`src/rtl/vend_pkg.sv`:
```
// Shared types for the vending machine front end: coin codes seen by the FSM
// and the per-channel debounce states.
package vend_pkg;

    typedef enum logic [1:0] {
        COIN_NONE = 2'b00,
        COIN_5    = 2'b01,
        COIN_10   = 2'b10
    } coin_t;

    typedef enum logic [1:0] {
        DB_IDLE,
        DB_COUNT,
        DB_RELEASE
    } db_state_t;

    // Two simultaneous events are ambiguous and map to COIN_NONE.
    function automatic coin_t coin_code(input logic nickel, input logic dime);
        if (nickel && !dime) return COIN_5;
        if (dime && !nickel) return COIN_10;
        return COIN_NONE;
    endfunction

endpackage

```
`src/rtl/coin_acceptor_debounce.sv`:
```
// One sensor channel: 2-flop synchroniser, debounce FSM and counter.
// Emits a single-cycle registered evt per physical coin, however long the line stays high.
module coin_debounce
    import vend_pkg::*;
#(
    parameter int DEBOUNCE_CYCLES = 4
) (
    input  logic clk,
    input  logic rst,
    input  logic sense,
    output logic evt
);

    localparam int CW = (DEBOUNCE_CYCLES > 1) ? $clog2(DEBOUNCE_CYCLES) : 1;
    localparam logic [CW-1:0] CNT_LAST = CW'(DEBOUNCE_CYCLES - 1);

    logic            s1, s2;
    db_state_t       state, state_next;
    logic [CW-1:0]   cnt, cnt_next;
    logic            evt_next;

    // NOTE: sequential state uses non-blocking (<=) so every flop samples pre-edge values.
    always_ff @(posedge clk) begin
        if (rst) begin
            s1    <= 1'b0;
            s2    <= 1'b0;
            state <= DB_IDLE;
            cnt   <= '0;
            evt   <= 1'b0;
        end else begin
            s1    <= sense;
            s2    <= s1;
            state <= state_next;
            cnt   <= cnt_next;
            evt   <= evt_next;
        end
    end

    // NOTE: defaults first so no path leaves a signal unassigned and infers a latch.
    always_comb begin
        state_next = state;
        cnt_next   = cnt;
        evt_next   = 1'b0;
        case (state)
            DB_IDLE: begin
                if (s2) begin
                    if (cnt == CNT_LAST) begin
                        state_next = DB_RELEASE;
                        evt_next   = 1'b1;
                        cnt_next   = '0;
                    end else begin
                        state_next = DB_COUNT;
                        cnt_next   = cnt + CW'(1);
                    end
                end
            end
            DB_COUNT: begin
                if (!s2) begin
                    state_next = DB_IDLE;
                    cnt_next   = '0;
                end else if (cnt == CNT_LAST) begin
                    state_next = DB_RELEASE;
                    evt_next   = 1'b1;
                    cnt_next   = '0;
                end else begin
                    cnt_next = cnt + CW'(1);
                end
            end
            DB_RELEASE: begin
                // A high sample means the coin is still present: restart the low run.
                if (s2) begin
                    cnt_next = '0;
                end else if (cnt == CNT_LAST) begin
                    state_next = DB_IDLE;
                    cnt_next   = '0;
                end else begin
                    cnt_next = cnt + CW'(1);
                end
            end
            default: begin
                state_next = DB_IDLE;
                cnt_next   = '0;
            end
        endcase
    end

endmodule

```
`src/rtl/coin_acceptor.sv`:
```
// Coin front end: debounces nickel/dime sensors, queues coins, and issues them to the
// vending FSM as single-cycle codes separated by at least one idle cycle.
module coin_acceptor
    import vend_pkg::*;
#(
    parameter int DEBOUNCE_CYCLES = 4,
    parameter int FIFO_DEPTH      = 4
) (
    input  logic                          clk,
    input  logic                          rst,
    input  logic                          nickel_sense,
    input  logic                          dime_sense,
    input  logic                          hold,
    output coin_t                         coin,
    output logic                          coin_return,
    output logic [$clog2(FIFO_DEPTH):0]   pending
);

    localparam int AW = $clog2(FIFO_DEPTH);
    localparam int PW = AW + 1;

    logic          evt_n, evt_d;
    coin_t         mem [FIFO_DEPTH];
    logic [AW:0]   wr_ptr, rd_ptr;
    coin_t         push_code;
    logic          push_req, push, pop, full, reject;

    coin_debounce #(.DEBOUNCE_CYCLES(DEBOUNCE_CYCLES)) u_db_nickel (
        .clk   (clk),
        .rst   (rst),
        .sense (nickel_sense),
        .evt   (evt_n)
    );

    coin_debounce #(.DEBOUNCE_CYCLES(DEBOUNCE_CYCLES)) u_db_dime (
        .clk   (clk),
        .rst   (rst),
        .sense (dime_sense),
        .evt   (evt_d)
    );

    // Extra pointer MSB distinguishes full from empty.
    assign pending = wr_ptr - rd_ptr;

    always_comb begin
        push_code = coin_code(evt_n, evt_d);
        push_req  = (push_code != COIN_NONE);
        full      = (pending == PW'(FIFO_DEPTH));
        // Issuing only while coin is idle spaces codes so the FSM leaves dispense first.
        pop       = (pending != '0) && !hold && (coin == COIN_NONE);
        push      = push_req && (!full || pop);
        reject    = (evt_n && evt_d) || (push_req && !push);
    end

    always_ff @(posedge clk) begin
        if (rst) begin
            wr_ptr      <= '0;
            rd_ptr      <= '0;
            coin        <= COIN_NONE;
            coin_return <= 1'b0;
        end else begin
            if (push) wr_ptr <= wr_ptr + 1'b1;
            if (pop)  rd_ptr <= rd_ptr + 1'b1;
            coin        <= pop ? mem[rd_ptr[AW-1:0]] : COIN_NONE;
            coin_return <= reject;
        end
    end

    // NOTE: storage has no reset; pointers alone define which entries are valid.
    always_ff @(posedge clk) begin
        if (push) mem[wr_ptr[AW-1:0]] <= push_code;
    end

endmodule
```
`config.mk`:
```
export PLATFORM = sky130hd
export DESIGN_NAME = coin_acceptor
export DESIGN_NICKNAME = d
export VERILOG_FILES = /design/src/rtl/vend_pkg.sv /design/src/rtl/coin_acceptor_debounce.sv /design/src/rtl/coin_acceptor.sv
export SDC_FILE = /design/constraint.sdc
export NUM_CORES = 1
export LEC_CHECK = 0
export BUFFER_PORTS_ARGS = -buffer_cell sky130_fd_sc_hd__buf_2
export CORE_MARGIN = 3
export CORE_UTILIZATION = 40
export CTS_BUF_LIST = sky130_fd_sc_hd__clkbuf_2 sky130_fd_sc_hd__clkbuf_4 sky130_fd_sc_hd__clkbuf_8
export DETAILED_ROUTE_END_ITERATION = 7
export PLACE_DENSITY = 0.7
export SLEW_MARGIN = 15
export SYNTH_ARGS = -nofsm -noshare
export SYNTH_HDL_FRONTEND = slang
export SYNTH_HIERARCHICAL = 1
export SYNTH_SLANG_ARGS = --single-unit
```
`constraint.sdc`:
```
create_clock -name clk -period 2.2 [get_ports clk]
set_input_delay 0.33 -clock clk [delete_from_list [all_inputs] [get_ports clk]]
set_output_delay 0.33 -clock clk [all_outputs]
set_load 0.1 [all_outputs]
```
# [Word level (Yosys, flattened, before mapping)]
# Memories as Yosys holds them, arrays and structs flattened. A register that Yosys moved wholly into a read port is not among the register bits.
# Cells that the tools add are included.
[word_totals] ff_bits=21 mem_bits_rw=8 in_bits=5 out_inout_bits=6 wordCells=100 n_memories=1
[op_classes] add_sub_neg=5 n_eq_ne=15 muxes=35 n_bitwise=5 n_reduce_logical=26
[mem_list] memory="mem" words=4 width=2 rd=1 rd_ports_with_merged_regs=1 write_ports=1 line_no="coin_acceptor.sv:23" text="coin_t mem [FIFO_DEPTH];"
[ops] operator="$mux 2" count=24
[ops] operator="$pmux 2 s3" count=4
[ops] operator="$eq 2x2->1 const B" count=4
[ops] operator="$ne 2x1->1 const B" count=4
[ops] operator="$reduce_and 4->1" count=2
[ops] operator="$logic_and 1x1->1" count=7
[ops] operator="$mux 1" count=7
[ops] operator="$add 3x1->3 const B" count=2
[ops] operator="$logic_not 2->1" count=3
[ops] operator="$ne 3x3->1 const B" count=2
[ops] operator="$reduce_or 2->1" count=3
[ops] operator="$reduce_or 3->1" count=2
[ops] operator="$logic_not 1->1" count=5
[ops] operator="$not 1->1" count=5
[ops] operator="$add 2x1->2 const B" count=2
[ops] operator="$eq 2x1->1 const B" count=2
[ops] operator="$ne 2x2->1 const B" count=2
[ops] operator="$eq 3x3->1 const B" count=1
[ops] operator="$reduce_bool 3->1" count=1
[ops] operator="$sub 3x3->3" count=1
[ops] operator="$logic_or 1x1->1" count=2
[ops] operator="$reduce_bool 2->1" count=1

# [Depth between registers and ports, before layout]
# Gate-level depths: netlist (run 1).
[logic_depth] depth_word=11 depth_mapped=7 ltp_nobuf=6

# [Cells and area by module]
# The synthesis (run 1) kept the hierarchy.
[by_module_without_submodules] mod="coin_acceptor" n_inst=1 cells_each=81 area_each_um2=942.2 seq_area_each_um2=420.4
[by_module_without_submodules] mod="coin_debounce" n_inst=2 cells_each=25 area_each_um2=272.8 seq_area_each_um2=140.1

# [Worst setup path before layout (run 1)]
# OpenSTA, ideal clock, no wires.
[synth_timing] kind="register to register" from="register wr_ptr[0]" to="register rd_ptr[0]" setup_ns=0.121 arrival_time_ns=2.328 t_required_ns=2.079 setup_slack_ns=-0.249 stages_incl_launch_ff=7 n_path_buf=0 synth_period_minus_slack_ns=2.449 path_cell_list="dfxtp_1 -> inv_1 -> ha_1 -> fa_1 -> xor3_2 -> o21a_1 -> mux2_4"
[synth_via] elab_chain_len=4
[synth_lines] item="start: declaration" line_no="coin_acceptor.sv:24" text="logic [AW:0] wr_ptr, rd_ptr;"
[synth_lines] item="start signal: assignment" line_no="coin_acceptor.sv:62" text="if (push) wr_ptr <= wr_ptr + 1'b1;"
[synth_lines] item="$sub 3x3->3" line_no="coin_acceptor.sv:43" text="assign pending = wr_ptr - rd_ptr;"
[synth_lines] item="named net pending[2]" line_no="coin_acceptor.sv:16" text="output logic [$clog2(FIFO_DEPTH):0] pending"
[synth_lines] item="$reduce_bool 3->1" line_no="coin_acceptor.sv:50" text="pop = (pending != '0) && !hold && (coin == COIN_NONE);"
[synth_lines] item="$logic_and 1x1->1 (2 in a row)" line_no="coin_acceptor.sv:50"
[synth_lines] item="end signal: assignment" line_no="coin_acceptor.sv:63" text="if (pop) rd_ptr <= rd_ptr + 1'b1;"
[synth_lines] item="end: declaration" line_no="coin_acceptor.sv:24"
# The timed path passes the listed nets, and every way through them passes these cells.
# A chain may end at the register's enable or synchronous reset.

# [Worst setup path after layout (run 1)]
[layout_timing] from="register wr_ptr[0]" to="output pending[2]"
[layout_via] elab_chain_len=1
[layout_lines] item="$sub 3x3->3" line_no="coin_acceptor.sv:43"
[layout_lines] item="end: declaration" line_no="coin_acceptor.sv:16"
# Every way passes these cells.

==> summary.md, run 1 <==
| Metric | Value |
|---|---|
| Chip width | 66.99 um |
| Die Area | 4487 um2 |
| Tcrit/Tclk final | 95.47% |
| Drt pass-1 iters | 4 |
| Reg-to-reg startpoint | wr_ptr[0]$_SDFFE_PP0P_ |
| Final instance area | 1804 um2 |
| CP Data Arrival Time | 1.77 ns |
| Final min period | 2.100 ns |
| Core area | 3468 um2 |
| Kind of critical path | reg2out |
| RePlAce Congestion | 0.7727 |
| Initial antenna violation count | 0 |
| Final setup margin | 0.09958 ns |
| Worst clock skew | 0.007183 ns |
| Worst setup EP type | output port |
| Most used DFF post-synth | dfxtp_1 |
| Peak VDD IR | 0.5769 mV |
| Most frequent cells in the layout | dfxtp_1 (22), ha_1 (10), nor2_1 (8), buf_2 (8), edfxtp_1 (8) |
| Gr ovfl total | 0 |
| Post-layout util | 52.02% |
| Slew HR | 66.43% |
| Placed cell area | 1634 um2 |
| Initial Util | 42.89% |
| Clock root buffer master | clkbuf_8 |
| Largest net degree at the start of global routing | 30 |
| Worst-margin pin slew | 0.5036 ns |
| # DRC | 0 |
| CTS Buf Count | 5 |
| CP startpoint | wr_ptr[0]$_SDFFE_PP0P_ |
| Yosys warning total | 6 |
| Site row count | 21 |
| CP Max Fanout | 3 |
| Detail Route Antenna Nets | 0 |
| Worst setup SP type | flip-flop |
| Commonest non-fill, non-tap cell in the layout | dfxtp_1 |
| Hold_sp | nickel_sense |
| Die Y-Extent | 66.99 um |
| Setup-failing EPs final | 0 |
| CTS Sinks | 31 |
| Mapped Cells | 131 |
| Sequential area share after synthesis | 47.10% |
| Clock Path Buffers | 2 |
| WL/cell | 13.93 um |
| HP Class | in2reg |
| Status | finished clean |
| TNS Setup | 0 ns |
| Vias | 1,056 |
| Initial DRC Count | 30 |
| Post-synth EDFFs | 8 |
| Vias in the first global route | 1,099 |
| Fillers | 336 |
| Detailed Place HPWL | 2018 um |
| Antenna Cells | 0 |
| Number of synthesized register bits | 31 |
| Tot GR Track Use | 14.62% |
| RSZ-0062 raised after global routing | no |
| Register clock-pin slew on the reported worst setup and hold paths | 0.06 ns |
| Count of final hold-check violations | 0 |
| Final wirelength | 2786 um |
| DP Worst Slack | 0.03325 ns |
| CTS tree | done |
| Worst endpoint required time | 1.87 ns |
| Slew Viols, Final | 0 |
| Max_cap viols | 0 |
| Synth async-reset ratio | 0% |
| Layout area overhead | 21.28% |
| P per Cell Area | 948.8 nW/um2 |
| Clk_lat worst skew | 0.28 ns |
| Cell variety after synth | 41 |
| IO Count | 11 |
| Post-CTS Hold Buffers | 0 |
| H-tree Lvls | 2 |
| Share of layout cells above drive strength 1 | 25.97% |
| Mean Syn Cell Area | 11.36 um2 |
| Post-Syn Area | 1488 um2 |
| Fmax | 476.1 MHz |
| First-pass GRT wire length | 4871 um |
| Pleak | 0.7110 nW |
| Nets@finish | 170 |
| Via/cell ratio | 5.280 |
| Post-Syn Nets | 148 |
| IO Port Bufs | 10 |
## routing by layer
layer  wire, um  part of all wire (%)  track usage [%]  up-vias
met4         44                   1.6            6.076        0
li1           -                     -                -      520
met5          0                     0                0        -
met3        144                   5.2            5.565        6
met2       1455                    52            25.37       26
met1       1142                    41            15.78      504
## registers in the layout, summed over array words and instances, names as in the netlist
| register | flops |
|---|---|
| mem | 8 |
| u_db_nickel/s1 | 1 |
| u_db_dime/s1 | 1 |
| coin_return | 1 |
| u_db_nickel/state | 2 |
| u_db_dime/state | 2 |
| u_db_nickel/cnt | 2 |
| u_db_dime/evt | 1 |
| u_db_dime/s2 | 1 |
| wr_ptr | 3 |
| u_db_nickel/s2 | 1 |
| rd_ptr | 3 |
| coin | 2 |
| u_db_dime/cnt | 2 |
| u_db_nickel/evt | 1 |
## cells by family after synthesis
logic type / count (synthesis) / share of synthesized area, %
compound gates: 21 / 9.251
fa+ha+maj: 12 / 10.60
flops: 31 / 47.10
simple gates: 48 / 21.11
buf+inv: 9 / 2.355
mux: 7 / 6.728
xor+xnor: 3 / 2.859
## cell type report
cell class / count / area [um2] / area share [%]
Inverter: 7 / 28.78 / 1.595
Clock inverter: 3 / 38.79 / 2.150
Clock buffer: 5 / 68.82 / 3.814
Timing Repair Buffer: 17 / 132.6 / 7.351
Multi-Input combinational cell: 91 / 773.2 / 42.86
Tap cell: 46 / 57.56 / 3.190
Sequential cell: 31 / 704.4 / 39.04
## stage by stage
stage               hold WS [ns]  instances  total power, mW
floorplan                 0.3991        131           0.9945
global placement          0.4197        186            1.111
detailed placement        0.4461        186            1.128
CTS                       0.2477        200            1.731
global route              0.2643        200            1.801
finish                    0.2552        200            1.712
## worst max-delay path, cell delays in order (launching register included)
cell and delay [ns]:
dfxtp_4 0.36, inv_4 0.04, ha_4 0.15, fa_2 0.39, xor3_4 0.36, buf_12 0.20
## cell usage after synthesis, types with 2 or more instances
cell type,n,area [um2]
nor2b_1,5,31.28
dfxtp_1,23,460.4
edfxtp_1,8,240.2
o21ai_1,2,10.01
nor3b_2,4,50.05
nand3_1,2,10.01
mux4_2,2,45.04
and2_1,3,18.77
nand3b_1,4,30.03
nand4_1,2,12.51
inv_1,7,26.28
nor2b_2,2,17.52
nand2_1,5,18.77
mux2i_1,4,40.04
and3b_1,2,17.52
nand2b_1,3,18.77
a21oi_1,6,30.03
nor2_1,8,30.03
nor3b_1,2,15.01
or3_1,2,12.51
ha_1,11,137.6
a31oi_1,4,25.02
a211oi_1,2,15.01
## final timing paths
check	end	slack (ns)	depth (start not counted)
hold / removal	u_db_nickel/s1$_SDFF_PP0_	0.26	2
hold reg to reg	u_db_nickel/s2$_SDFF_PP0_	0.46	1
setup reg to reg	mem[2][0]$_DFFE_PP_	0.13	7
setup / recovery	pending[2]	0.1	5
## report_power, final
part           internal [mW]  total, mW  leakage, nW  switching (mW)
clock                  0.331      0.540       0.0556           0.209
sequential             0.598      0.616        0.252          0.0185
combinational          0.223      0.555        0.403           0.333
## timing repair
item | CTS | global route
buffers inserted | 6 | 0
hold endpoints to repair | 0 | 0
setup endpoints to repair | 1 | 12
gates cloned | 0 | 0
pin swaps | 4 | 1
gates resized for setup | 5 | 0
(Power assumes the default switching activity.)
==> run 2, diff against run 1 <==
Settings changed: REMOVE_ABC_BUFFERS set to 1.
==> summary.md, run 2 (synthesized netlist as in run 1, its figures left out) <==
| Metric | Value |
|---|---|
| Status | finished clean |
| Detailed Place HPWL | 2035 um (+0.85%) |
| Detail Route Antenna Nets | 0 (unchanged) |
| Hold_sp | dime_sense |
| CP startpoint | wr_ptr[0]$_SDFFE_PP0P_ |
| HP Class | in2reg |
| Antenna Cells | 0 (unchanged) |
| Site row count | 21 (unchanged) |
| RePlAce Congestion | 0.8077 (+4.5%) |
| H-tree Lvls | 2 (unchanged) |
| Worst reg-to-reg setup slack | 0.13 ns (about the same) |
| WL/cell | 13.63 um (-2.2%) |
| Worst R2R Path Depth | 7 (unchanged) |
| Largest register FFs | 8 (unchanged) |
| Core area | 3468 um2 (unchanged) |
| P per Cell Area | 894.2 nW/um2 (-5.8%) |
| Most frequent cells in the layout | dfxtp_1 (23), ha_1 (11), nor2_1 (8), buf_2 (8), edfxtp_1 (8) |
| Fillers | 335 (-0.30%) |
| Count of final hold-check violations | 0 (unchanged) |
| CTS Buf Count | 5 (unchanged) |
| CTS tree | done |
| Crit-path slowest cell | fa_2 |
| Non-Filler Instances | 200 (unchanged) |
| Commonest non-fill, non-tap cell in the layout | dfxtp_1 |
| Inst Count DP | 191 (+2.7%) |
| Final setup margin | 0.1148 ns (+0.01524 ns) |
| Kind of critical path | reg2out |
| Drt pass-1 iters | 4 (unchanged) |
| Final wirelength | 2725 um (-2.2%) |
| Initial Util | 42.89% (unchanged) |
| IO Count | 11 (unchanged) |
| Die Area | 4487 um2 (unchanged) |
| Worst setup SP type | flip-flop |
| Clk_lat worst skew | 0.28 ns (about the same) |
| Crit path cell chain | inv_1, ha_1, fa_2, xor3_2, buf_12 |
| Setup-failing EPs final | 0 (unchanged) |
| Initial DRC Count | 43 (+43%) |
| Family with the most delay on the worst path | adder cells |
| Vias in the first global route | 1,028 (-6.5%) |
| Die Y-Extent | 66.99 um (unchanged) |
| Chip width | 66.99 um (unchanged) |
| Slew HR | 67.77% (+1.3 points) |
| Slew Viols, Final | 0 (unchanged) |
| FF-to-FF End | rd_ptr[0]$_SDFFE_PP0P_ |
| Clock root buffer master | clkbuf_8 |
| CP Data Arrival Time | 1.76 ns (about the same) |
| CP endpoint | pending[2] |
| Largest net degree at the start of global routing | 23 (-23%) |
| IO Port Bufs | 10 (unchanged) |
| Worst-margin pin slew | 0.4768 ns (-0.02681 ns) |
| Share of layout cells above drive strength 1 | 24.03% (-1.9 points) |
| Gr ovfl total | 0 (unchanged) |
| Crit. path cell count | 5 (unchanged) |
| Via/cell ratio | 5.185 (-1.8%) |
| Max incr delay on CP | 0.35 ns (-0.04 ns) |
| Worst setup EP type | output port |
| Critical path buffers and inverters | 2 (unchanged) |
| DP Worst Slack | 0.1215 ns (+0.08827 ns) |
| CTS Sinks | 31 (unchanged) |
| Vias | 1,037 (-1.8%) |
| Initial antenna violation count | 0 (unchanged) |
| Layout area overhead | 18.00% |
| Final min period | 2.085 ns (-0.01524 ns) |
| Reg-to-reg startpoint | wr_ptr[0]$_SDFFE_PP0P_ |
| Max_cap viols | 0 (unchanged) |
| Worst clock skew | 0.005197 ns (-0.001986 ns) |
| Post-CTS Hold Buffers | 0 (unchanged) |
| Peak VDD IR | 0.3936 mV (-32%) |
| Tot GR Track Use | 14.18% (-0.44 points) |
| RSZ-0062 raised after global routing | no |
| Worst endpoint required time | 1.87 ns (about the same) |
| TNS Setup | 0 ns (unchanged) |
| Clock Path Buffers | 2 (unchanged) |
| First-pass GRT wire length | 4554 um (-6.5%) |
| Register clock-pin slew on the reported worst setup and hold paths | 0.06 ns (about the same) |
| Fmax | 479.6 MHz (+0.73%) |
| CP Max Fanout | 5 (+2) |
| # DRC | 0 (unchanged) |
| Nets@finish | 170 (unchanged) |
| Pleak | 0.7001 nW (-1.5%) |
| Tcrit/Tclk final | 94.78% (-0.69 points) |
-- run 2: repair_timing --
| item | CTS | global route |
|---|---|---|
| setup endpoints to repair | 0 | 1 |
| buffers inserted | 0 | 1 |
| gates resized for setup | 0 | 1 |
-- run 2: worst min path at each step --
| stage | end | cells after the start |
|---|---|---|
| final | u_db_dime/s1$_SDFF_PP0_ | 2 |
| after global routing | u_db_nickel/s1$_SDFF_PP0_ | 2 |
| after CTS | u_db_nickel/s1$_SDFF_PP0_ | 2 |
| after detailed placement | u_db_nickel/s2$_SDFF_PP0_ | 1 |
| after global placement | u_db_dime/s2$_SDFF_PP0_ | 1 |
| after floorplan | rd_ptr[2]$_SDFFE_PP0P_ | 1 |
-- run 2: area by class of cell --
type / count / area (um2) / share of cell area, %
Clock buffer: 5 / 68.82 / 3.920
Clock inverter: 3 / 15.01 / 0.8553
Inverter: 7 / 26.28 / 1.497
Multi-Input combinational cell: 91 / 754.5 / 42.98
Sequential cell: 31 / 700.7 / 39.91
Tap cell: 46 / 57.56 / 3.279
Timing Repair Buffer: 17 / 132.6 / 7.555
-- run 2: through the flow --
| step | area, um2 | total power [mW] | util, % | hold slack [ns] |
|---|---|---|---|---|
| after floorplan | 1479 | 0.9770 | - | 0.3991 |
| after global placement | 1662 | 1.135 | 47.91 | 0.4214 |
| after detailed placement | 1662 | 1.147 | 47.91 | 0.4410 |
| after CTS | 1745 | 1.570 | 50.32 | 0.2724 |
| after global routing | 1755 | 1.652 | 50.61 | 0.2846 |
| final | 1755 | 1.570 | 50.61 | 0.2686 |
-- run 2: worst register-to-register path, delay by kind of cell (launching register included) --
family | cells | cell delay, ns
DFF | 1 | 0.33
buffers and inverters | 2 | 0.25
AOI/OAI and AO/OA | 1 | 0.22
adders and majority gates | 2 | 0.56
xor gates and xnor gates | 1 | 0.31
muxes | 1 | 0.30
-- run 2: where the power goes --
| group | internal [mW] | switching, mW | leakage, nW |
|---|---|---|---|
| combinational | 0.209 | 0.325 | 0.401 |
| sequential | 0.599 | 0.0142 | 0.252 |
| clock | 0.216 | 0.207 | 0.0477 |
-- run 2: layer usage --
layer  up-vias  global-route usage, %  part of all wire, %
met3         6                  4.047                  3.7
li1        520                      -                    -
met5         -                      0                    0
met4         0                  7.595                  1.6
met1       497                  15.53                   42
met2        14                  24.50                   53
